<file path="config.mk">
export PLATFORM = sky130hd
export DESIGN_NAME = fetch_pc_unit
export DESIGN_NICKNAME = d
export VERILOG_FILES = /design/src/rtl/fetch_pc_unit.sv
export SDC_FILE = /design/constraint.sdc
export NUM_CORES = 1
export LEC_CHECK = 0
export CAP_MARGIN = 20
export CORE_UTILIZATION = 45
export CTS_CLUSTER_SIZE = 40
export DETAILED_ROUTE_END_ITERATION = 12
export PLACE_DENSITY = 0.82
export SLEW_MARGIN = 15
export SYNTH_ARGS = -nofsm -noshare
export SYNTH_HDL_FRONTEND = slang
export SYNTH_SLANG_ARGS = --single-unit
</file>
<file path="constraint.sdc">
create_clock -name clk -period 2.1 [get_ports clk]
set_input_delay 0.315 -clock clk [delete_from_list [all_inputs] [get_ports clk]]
set_output_delay 0.315 -clock clk [all_outputs]
set_load 0.005 [all_outputs]
</file>
<file path="src/rtl/fetch_pc_unit.sv">
// Instruction fetch PC unit: one outstanding request, delay-slot aware
// decode redirects, exception flush and a held slot towards decode.
module fetch_pc_unit #(
    parameter logic [31:0] RESET_PC = 32'hBFC0_0000
) (
    input  logic        clk,
    input  logic        resetn,
    input  logic        exception,
    input  logic [31:0] pcexception,
    input  logic        branch_taken,
    input  logic        jr,
    input  logic        jump,
    input  logic [31:0] pcbranchD,
    input  logic [31:0] pcjrD,
    input  logic [31:0] pcjumpD,
    input  logic        stallF,
    output logic        inst_req,
    output logic [31:0] inst_addr,
    input  logic        inst_addr_ok,
    input  logic        inst_data_ok,
    input  logic [31:0] inst_rdata,
    output logic        validF,
    output logic [31:0] instrF,
    output logic [31:0] pcF,
    output logic [31:0] pcplus4F
);

    typedef enum logic [1:0] {
        S_REQ,
        S_WAIT,
        S_HOLD
    } state_e;

    state_e      state_q, state_d;
    logic [31:0] pc_q, pc_d;
    logic        pend_valid_q, pend_valid_d;
    logic [31:0] pend_target_q, pend_target_d;
    logic        discard_q, discard_d;
    logic        valid_q, valid_d;
    logic [31:0] instr_q, instr_d;
    logic [31:0] pcf_q, pcf_d;

    logic        redirect;
    logic [31:0] target;
    logic        handoff;
    logic [31:0] next_pc;

    always_comb begin
        redirect = branch_taken | jr | jump;
        if (branch_taken) begin
            target = pcbranchD;
        end else if (jr) begin
            target = pcjrD;
        end else begin
            target = pcjumpD;
        end
    end

    assign handoff = (state_q == S_HOLD) && valid_q && !stallF;

    always_comb begin
        if (redirect) begin
            next_pc = target;
        end else if (pend_valid_q) begin
            next_pc = pend_target_q;
        end else begin
            next_pc = pc_q + 32'd4;
        end
    end

    always_comb begin
        state_d       = state_q;
        pc_d          = pc_q;
        pend_valid_d  = pend_valid_q;
        pend_target_d = pend_target_q;
        discard_d     = discard_q;
        valid_d       = valid_q;
        instr_d       = instr_q;
        pcf_d         = pcf_q;

        if (exception) begin
            pc_d         = pcexception;
            valid_d      = 1'b0;
            pend_valid_d = 1'b0;
            state_d      = S_REQ;
            discard_d    = 1'b0;
            // A request already accepted by memory must be drained first.
            case (state_q)
                S_REQ: begin
                    if (inst_addr_ok) begin
                        state_d   = S_WAIT;
                        discard_d = 1'b1;
                    end
                end
                S_WAIT: begin
                    if (!inst_data_ok) begin
                        state_d   = S_WAIT;
                        discard_d = 1'b1;
                    end
                end
                default: ;
            endcase
        end else begin
            if (redirect && !handoff) begin
                pend_valid_d  = 1'b1;
                pend_target_d = target;
            end
            case (state_q)
                S_REQ: begin
                    if (inst_addr_ok) begin
                        state_d = S_WAIT;
                    end
                end
                S_WAIT: begin
                    if (inst_data_ok) begin
                        if (discard_q) begin
                            discard_d = 1'b0;
                            state_d   = S_REQ;
                        end else begin
                            instr_d = inst_rdata;
                            pcf_d   = pc_q;
                            valid_d = 1'b1;
                            state_d = S_HOLD;
                        end
                    end
                end
                S_HOLD: begin
                    if (handoff) begin
                        valid_d      = 1'b0;
                        state_d      = S_REQ;
                        pc_d         = next_pc;
                        pend_valid_d = 1'b0;
                    end
                end
                default: state_d = S_REQ;
            endcase
        end
    end

    always_ff @(posedge clk or negedge resetn) begin
        if (!resetn) begin
            state_q       <= S_REQ;
            pc_q          <= RESET_PC;
            pend_valid_q  <= 1'b0;
            pend_target_q <= 32'd0;
            discard_q     <= 1'b0;
            valid_q       <= 1'b0;
            instr_q       <= 32'd0;
            pcf_q         <= 32'd0;
        end else begin
            state_q       <= state_d;
            pc_q          <= pc_d;
            pend_valid_q  <= pend_valid_d;
            pend_target_q <= pend_target_d;
            discard_q     <= discard_d;
            valid_q       <= valid_d;
            instr_q       <= instr_d;
            pcf_q         <= pcf_d;
        end
    end

    assign inst_req  = resetn && (state_q == S_REQ);
    assign inst_addr = pc_q;
    assign validF    = valid_q;
    assign instrF    = instr_q;
    assign pcF       = pcf_q;
    assign pcplus4F  = pcf_q + 32'd4;

endmodule

</file>
# == Word level (Yosys, flattened, before mapping) ==
# Cells that the tools add are included.
# word_totals
regBits,133
input_bits,169
wordCells,69
# classes
add_sub_neg,2
n_eq_ne,6
muxes,31
bitwise_logic,4
n_reduce_logical,18
# ops
operator,n
$mux 32,7
$add 32x3->32 const B,2
$mux 1,15
$ne 3x3->1 const B,4
$mux 2,5
$reduce_and 4->1,2
$reduce_bool 2->1,4
$pmux 1 s2,3
$pmux 2 s3,1
$reduce_and 2->1,3
$logic_and 1x1->1,4
$reduce_and 3->1,1
$reduce_bool 3->1,1
$eq 2x1->1 const B,1
$eq 2x2->1 const B,1
$logic_not 1->1,2
$logic_not 2->1,1
$not 1->1,2
$or 1x1->1,2

# == Logic depth before layout (Yosys ltp) ==
# Gate-level depths: netlist (run 1).
# logic_depth
ltp_word,9
mapped_depth,8
depth_no_buf,6

# == Least setup slack after synthesis (run 1) ==
# OpenSTA, ideal clock, no wires.
# synth_path
path_kind,register to output
start,reg pcf_q[2] (netlist: pcF[2])
end,out pcplus4F[20]
t_arrival_ns,1.586
required_ns,1.785
setup_slack_ns,0.199
stages_incl_launch_ff,8
cell_sequence,dfrtp_1 > ha_1 > nand2_1 > nor3_1 > nor2b_1 > clkbuf_1 > nand4_1 > xnor2_1
# synth_via
elab_chain_len,1
# synth_rtl
element,line,rtl
"start, declared",41,"logic [31:0] pcf_q, pcf_d;"
"start signal, assigned",158,pcf_q <= pcf_d;
$add 32x3->32,167,assign pcplus4F = pcf_q + 32'd4;
"end, declared",25,output logic [31:0] pcplus4F
# Every way passes these cells.

# == Worst setup path in the final report (run 1) ==
# layout_path
start,reg pcf_q[5] (netlist: pcF[5])
end,out pcplus4F[31]
# The elaborated chain is that of the path after synthesis.

==> metrics.txt, run 1 <==
most common cell after layout, fill and taps aside clkdlybuf4s50_1; antenna viol nets, final 0; Main synth FF type dfrtp_1; Final #Nets 1,327; clk sinks 133; initial antenna violation count 1; most frequent cells in the layout clkdlybuf4s50_1, dfrtp_1, buf_4; Hold Fails Final Rpt 1; nature of the critical path endpoint output pin; Clk pin slew, worst setup/hold paths 60 ps; Pleak 5.25 nW; CTS Hold Bufs 0; post-synthesis async set-or-reset flop share 100%; dpl cells 1,345; RD Place Congestion 0.921; Mapped Area 7640 um2; Peak VDD IR 0.675 mV; fin. max-slew vios 0; Avg WL per Cell 19.1 um; DRT iter0 DRCs 566; Row Count 47; end of the worst register-to-register path inst_addr[28]$_DFFE_PN1P_; Slew @ Worst Pin 723 ps; max-cap violations 0; type of the worst setup path flop to output pin; vias in the first global route 7,688; Worst EP required 1780 ps; Critical Path, Cell by Cell nand4_1 -> nor3_2 -> buf_4 -> nor2b_1 -> buf_4 -> buf_6 -> nand4_1 -> xnor2_1 -> buf_2; first-pass GRT wire length 40.9 mm; Worst-Skew Late Latency 420 ps; layout cell share with drive strength beyond 1 24.3%; period utilization 116%; Syn Area/Cell 9.79 um2; placed wire-length estimate 19.8 mm; Setup Skew 11.1 ps; register bit total from synthesis 133; Post-synth EDFFs 0; Register-to-Register Setup Slack 140 ps; Die ar. 17,500 um2; post-route insts no fill 1,386; CTS H-tree depth 4; GRT overflow 0; crit path max fanout 3; CTS tree yes; Max-slew headroom 51.8%; endpoints failing setup 18; routed vias/inst 5.71; Startpoint Class flop; number of port buffers 298; status finished with violations; CTS Buf Count 17; final wirelength 26.4 mm; area fraction of the dominant cell type after synthesis 40.6%; HP Class primary input to asynchronous set/reset pin; Synth area leaders dfrtp_1, mux2_2, mux2i_1; Yosys cell types 65; PD cells 964 nW/um2; DRC viols 0; Net Count, Synth 952; Reg-to-Reg Start state_q[0]$_DFFE_PN0P_; setup ws final -340 ps; Critical Path AT 2130 ps; # IOs 299; Synth Warn # 0; worst reg-to-reg path cell count 5; RSZ-0062 raised after global routing yes; P&R area growth vs syn 60.5%; post-layout util 74.0%; GRT Util Overall 30.1%; failing checks hold timing, setup timing; Die X-Extent 132 um; via count 7,914; Tmin final 2440 ps; Die Height 132 um; FMAX 410 MHz; core area 16,600 um2; Worst path slowest cell dfrtp_1; Max clock buf depth 2; total power draw 11.8 mW; slowest stage delay, CP 350 ps; root buffer cell clkbuf_16; Cells after Synth 781; Seq/Total Area, Yosys 43.7%; Fin Hold WS -0.565 ps; setup TNS -4790 ps; pin count of the biggest net entering global routing 134; leading area contributor after synthesis dfrtp_1; Initial Utilization 46.1%; Pre-antenna DRT Iters 5
-- per-layer routing --
metal	vias up	track usage, %	part of all wire (%)
met5	-	0	0
met4	0	13.0	3.6
met3	74	7.15	8.4
met2	480	50.9	49
met1	3734	36.5	39
li1	3626	-	-
-- repair_timing --
action                     CTS  global route
setup buffers                9             4
pin swaps                   20            20
gates resized for setup     97            36
setup endpoints to repair   27            23
-- where the power goes --
part / leakage, nW / internal (mW) / switching (mW)
Combinational: 3.39 / 3.11 / 1.97
Clock: 0.274 / 1.84 / 1.03
Sequential: 1.59 / 3.36 / 0.516
Total: 5.25 / 8.31 / 3.51
-- critical path, delay by kind of cell, from the launching register on --
kind                   cells  cell delay [ps]
AND/OR/NAND/NOR            4              610
buffers and inverters      4              560
flip-flops                 1              350
XOR/XNOR                   1              170
-- synth_stat cells, types with 8 or more instances --
master,instances
nand4_1,15
a31oi_1,8
o22ai_1,11
a21oi_1,43
mux2_2,73
dfrtp_1,124
a211oi_1,17
xnor2_1,27
clkbuf_1,26
mux2i_1,30
nor3_1,11
xor2_1,18
inv_1,11
a21o_1,10
buf_2,22
o21ai_0,55
o221ai_1,11
nand2_1,70
and3_1,14
nand3_1,29
dfstp_2,9
nor2_1,46
-- sequential cells by signal (all words and copies together), names as in the netlist --
name           count
inst_addr         32
instrF            32
pcF               32
pend_target_q     32
state_q            2
discard_q          1
pend_valid_q       1
validF             1
-- area by class of cell --
class	count	area, um2
fill	1172	4310
multi-input combinational	580	4190
timing repair buffer	412	3860
sequential	133	3340
clock buffer	24	492
tap	220	275
clock inverter	4	72.6
inverter	12	45.0
antenna	1	2.50
-- through the flow --
| step | cell area (um2) | hold slack, ps | worst slack [ps] |
|---|---|---|---|
| after global placement | 11500 | 453 | -170 |
| after CTS | 12100 | 42.7 | -385 |
| after floorplan | 7640 | 19.4 | 199 |
| after detailed placement | 11500 | 466 | -266 |
| after global routing | 12300 | 59.2 | -448 |
| final | 12300 | -0.565 | -340 |
-- worst max-delay path by stage --
stage,from,to,slack (ps),cells after the start
2_1_floorplan,pcF[2]$_DFFE_PN0P_,pcplus4F[20],200,7
3_3_place_gp,pcF[2]$_DFFE_PN0P_,pcplus4F[28],-170,9
3_5_place_dp,pcF[2]$_DFFE_PN0P_,pcplus4F[28],-270,9
4_1_cts,pcF[2]$_DFFE_PN0P_,pcplus4F[28],-390,10
5_1_grt,pcF[5]$_DFFE_PN0P_,pcplus4F[28],-450,9
6_report,pcF[5]$_DFFE_PN0P_,pcplus4F[31],-340,9
-- cells by family after synthesis --
logic type      count (synthesis)  synth area share (%)
buf+inv                        68                  3.85
simple gates                  235                  16.0
fa+ha+maj                       2                 0.327
compound gates                195                  16.3
xor+xnor                       45                  5.16
mux                           103                  14.7
flops                         133                  43.7
(Power assumes the default switching activity.)
==> inputs of run 2 (changes only) <==
==> constraint.sdc (replaced) <==
create_clock -name clk -period 2.1 [get_ports clk]
set_input_delay 0.21 -clock clk [delete_from_list [all_inputs] [get_ports clk]]
set_output_delay 0.21 -clock clk [all_outputs]
set_load 0.005 [all_outputs]
==> run 2 against run 1 <==
Compared with the run above: the flow finishes with violations (setup timing); sequential power is 2% higher; total power up 6.3%; combinational power hardly changed; largest cell class unchanged; maximum frequency grew 1.3%.
==> metrics.txt, run 2 (synthesis results as in run 1) <==
status finished with violations; failing checks setup timing; clk sinks 133 (unchanged); Clk pin slew, worst setup/hold paths 60 ps (about the same); Avg WL per Cell 19.2 um (+0.88%); max-cap violations 0 (unchanged); Worst-Skew Late Latency 420 ps (about the same); via count 7,855 (-0.75%); routed vias/inst 5.68 (-0.53%); antenna viol nets, final 0 (unchanged); RD Place Congestion 0.926 (+0.48%); Max-slew headroom 49.8% (-1.9 points); Die Height 132 um (unchanged); core area 16,600 um2 (unchanged); Die ar. 17,500 um2 (unchanged); Peak VDD IR 0.647 mV (-4.1%); initial antenna violation count 0 (-1); CTS H-tree depth 4 (unchanged); GRT Util Overall 30.2% (+0.088 points); GRT overflow 0 (unchanged); FMAX 415 MHz (+1.3%); CTS Buf Count 17 (unchanged); post-layout util 74.5% (+0.54 points); PD cells 1020 nW/um2 (+5.6%); total power draw 12.6 mW (+6.3%); most common cell after layout, fill and taps aside clkdlybuf4s50_1; Fill cells 1,175 (+0.26%); HP Class primary input to flop; # IOs 299 (unchanged); endpoints failing setup 17 (-1); Slew @ Worst Pin 752 ps (+29.1 ps); fin. max-slew vios 0 (unchanged); Antenna Cells 0 (-1); Fin Hold WS 317 ps (+317 ps); Die X-Extent 132 um (unchanged); Pleak 5.29 nW (+0.73%); Worst EP required 1890 ps (+110 ps); Design Area, Final 12,400 um2 (+0.72%); CTS tree yes; root buffer cell clkbuf_16; Initial Utilization 46.1% (unchanged); placed wire-length estimate 19.2 mm (-2.8%); period utilization 115% (-1.5 points); nature of the critical path endpoint output pin; P&R area growth vs syn 61.7%; Sequential cell area 3340 um2 (unchanged); DRC viols 0 (unchanged); Placed Area 11,400 um2 (-1.2%); number of port buffers 298 (unchanged); area of the multi-input gates 4200 um2 (+0.42%); Max clock buf depth 2 (unchanged); type of the worst setup path flop to output pin; setup ws final -308 ps (+31.9 ps); Tmin final 2410 ps (-31.9 ps); RSZ-0062 raised after global routing yes; Critical Path AT 2200 ps (+70 ps); pin count of the biggest net entering global routing 134 (unchanged); Pre-antenna DRT Iters 7 (+2); vias in the first global route 7,579 (-1.4%); Final #Nets 1,321 (-0.45%); final wirelength 26.6 mm (+0.67%); dpl cells 1,332 (-0.97%); Setup Skew 8.28 ps (-2.86 ps); first-pass GRT wire length 41.2 mm (+0.72%); Row Count 47 (unchanged); post-route insts no fill 1,383 (-0.22%); DRT iter0 DRCs 573 (+1.2%); most frequent cells in the layout clkdlybuf4s50_1, dfrtp_1, buf_4; Hold Fails Final Rpt 0 (-1); layout cell share with drive strength beyond 1 24.0% (-0.30 points); Startpoint Class flop; crit path max fanout 4 (+1)
[run 2: metal layers]
metal / GRT usage [%] / part of all wire (%) / wire, um / up-vias
met1: 37.1 / 39 / 10500 / 3735
met4: 14.8 / 4.2 / 1130 / 0
met3: 6.61 / 7.9 / 2090 / 77
li1: - / - / - / 3608
met2: 50.2 / 49 / 12900 / 435
met5: 0 / 0 / 0 / -
[run 2: worst paths after layout]
check / startpoint / to / slack, ps / depth (start not counted)
worst max register to register: state_q[0]$_DFFE_PN0P_ / inst_addr[31]$_DFFE_PN1P_ / 100 / 6
worst min register to register: pend_target_q[30]$_DFFE_PN0P_ / pend_target_q[30]$_DFFE_PN0P_ / 480 / 1
max in group asynchronous: resetn / inst_addr[6]$_DFFE_PN0P_ / 1070 / 3
worst max-delay path: pcF[8]$_DFFE_PN0P_ / pcplus4F[27] / -310 / 10
worst min-delay path: pcexception[26] / inst_addr[26]$_DFFE_PN1P_ / 320 / 3
min in group asynchronous: resetn / instrF[20]$_DFFE_PN0P_ / 440 / 3
[run 2: power breakdown]
part / internal, mW / leakage (nW) / switching, mW
registers: 3.36 / 1.59 / 0.571
clock network: 2.44 / 0.341 / 1.10
logic: 3.16 / 3.36 / 1.95
[run 2: through the flow]
| stage | TNS (ps) | worst slack [ps] |
|---|---|---|
| after floorplan | 0 | 304 |
| after global placement | -627 | -77.1 |
| after detailed placement | -2250 | -173 |
| after CTS | -2220 | -250 |
| after global routing | -5710 | -407 |
| final | -3720 | -308 |
[run 2: layout make-up]
type	instances	share of cell area [%]
repair buffers	406	30.7
clock inverters	9	1.78
inverters	12	0.364
well taps	220	2.23
clock buffers	23	3.87
multi-input cells	580	34.0
flip-flops and latches	133	27.0
[run 2: timing repair]
item                                    in CTS  in global routing
hold buffers                                 1                  0
gates resized for setup                    104                 29
pin swaps                                   29                 17
endpoints found under the setup margin      25                 26
setup buffers                               16                  3
endpoints found under the hold margin      124                  0
[run 2: critical path: stages, from the launching register on]
cell and delay, ps:
dfrtp_1 340, nand4_1 120, buf_4 160, nor3_2 150
buf_4 140, nor2b_1 180, buf_4 190, buf_6 120
nand3_2 80, xnor2_2 160, buf_2 130
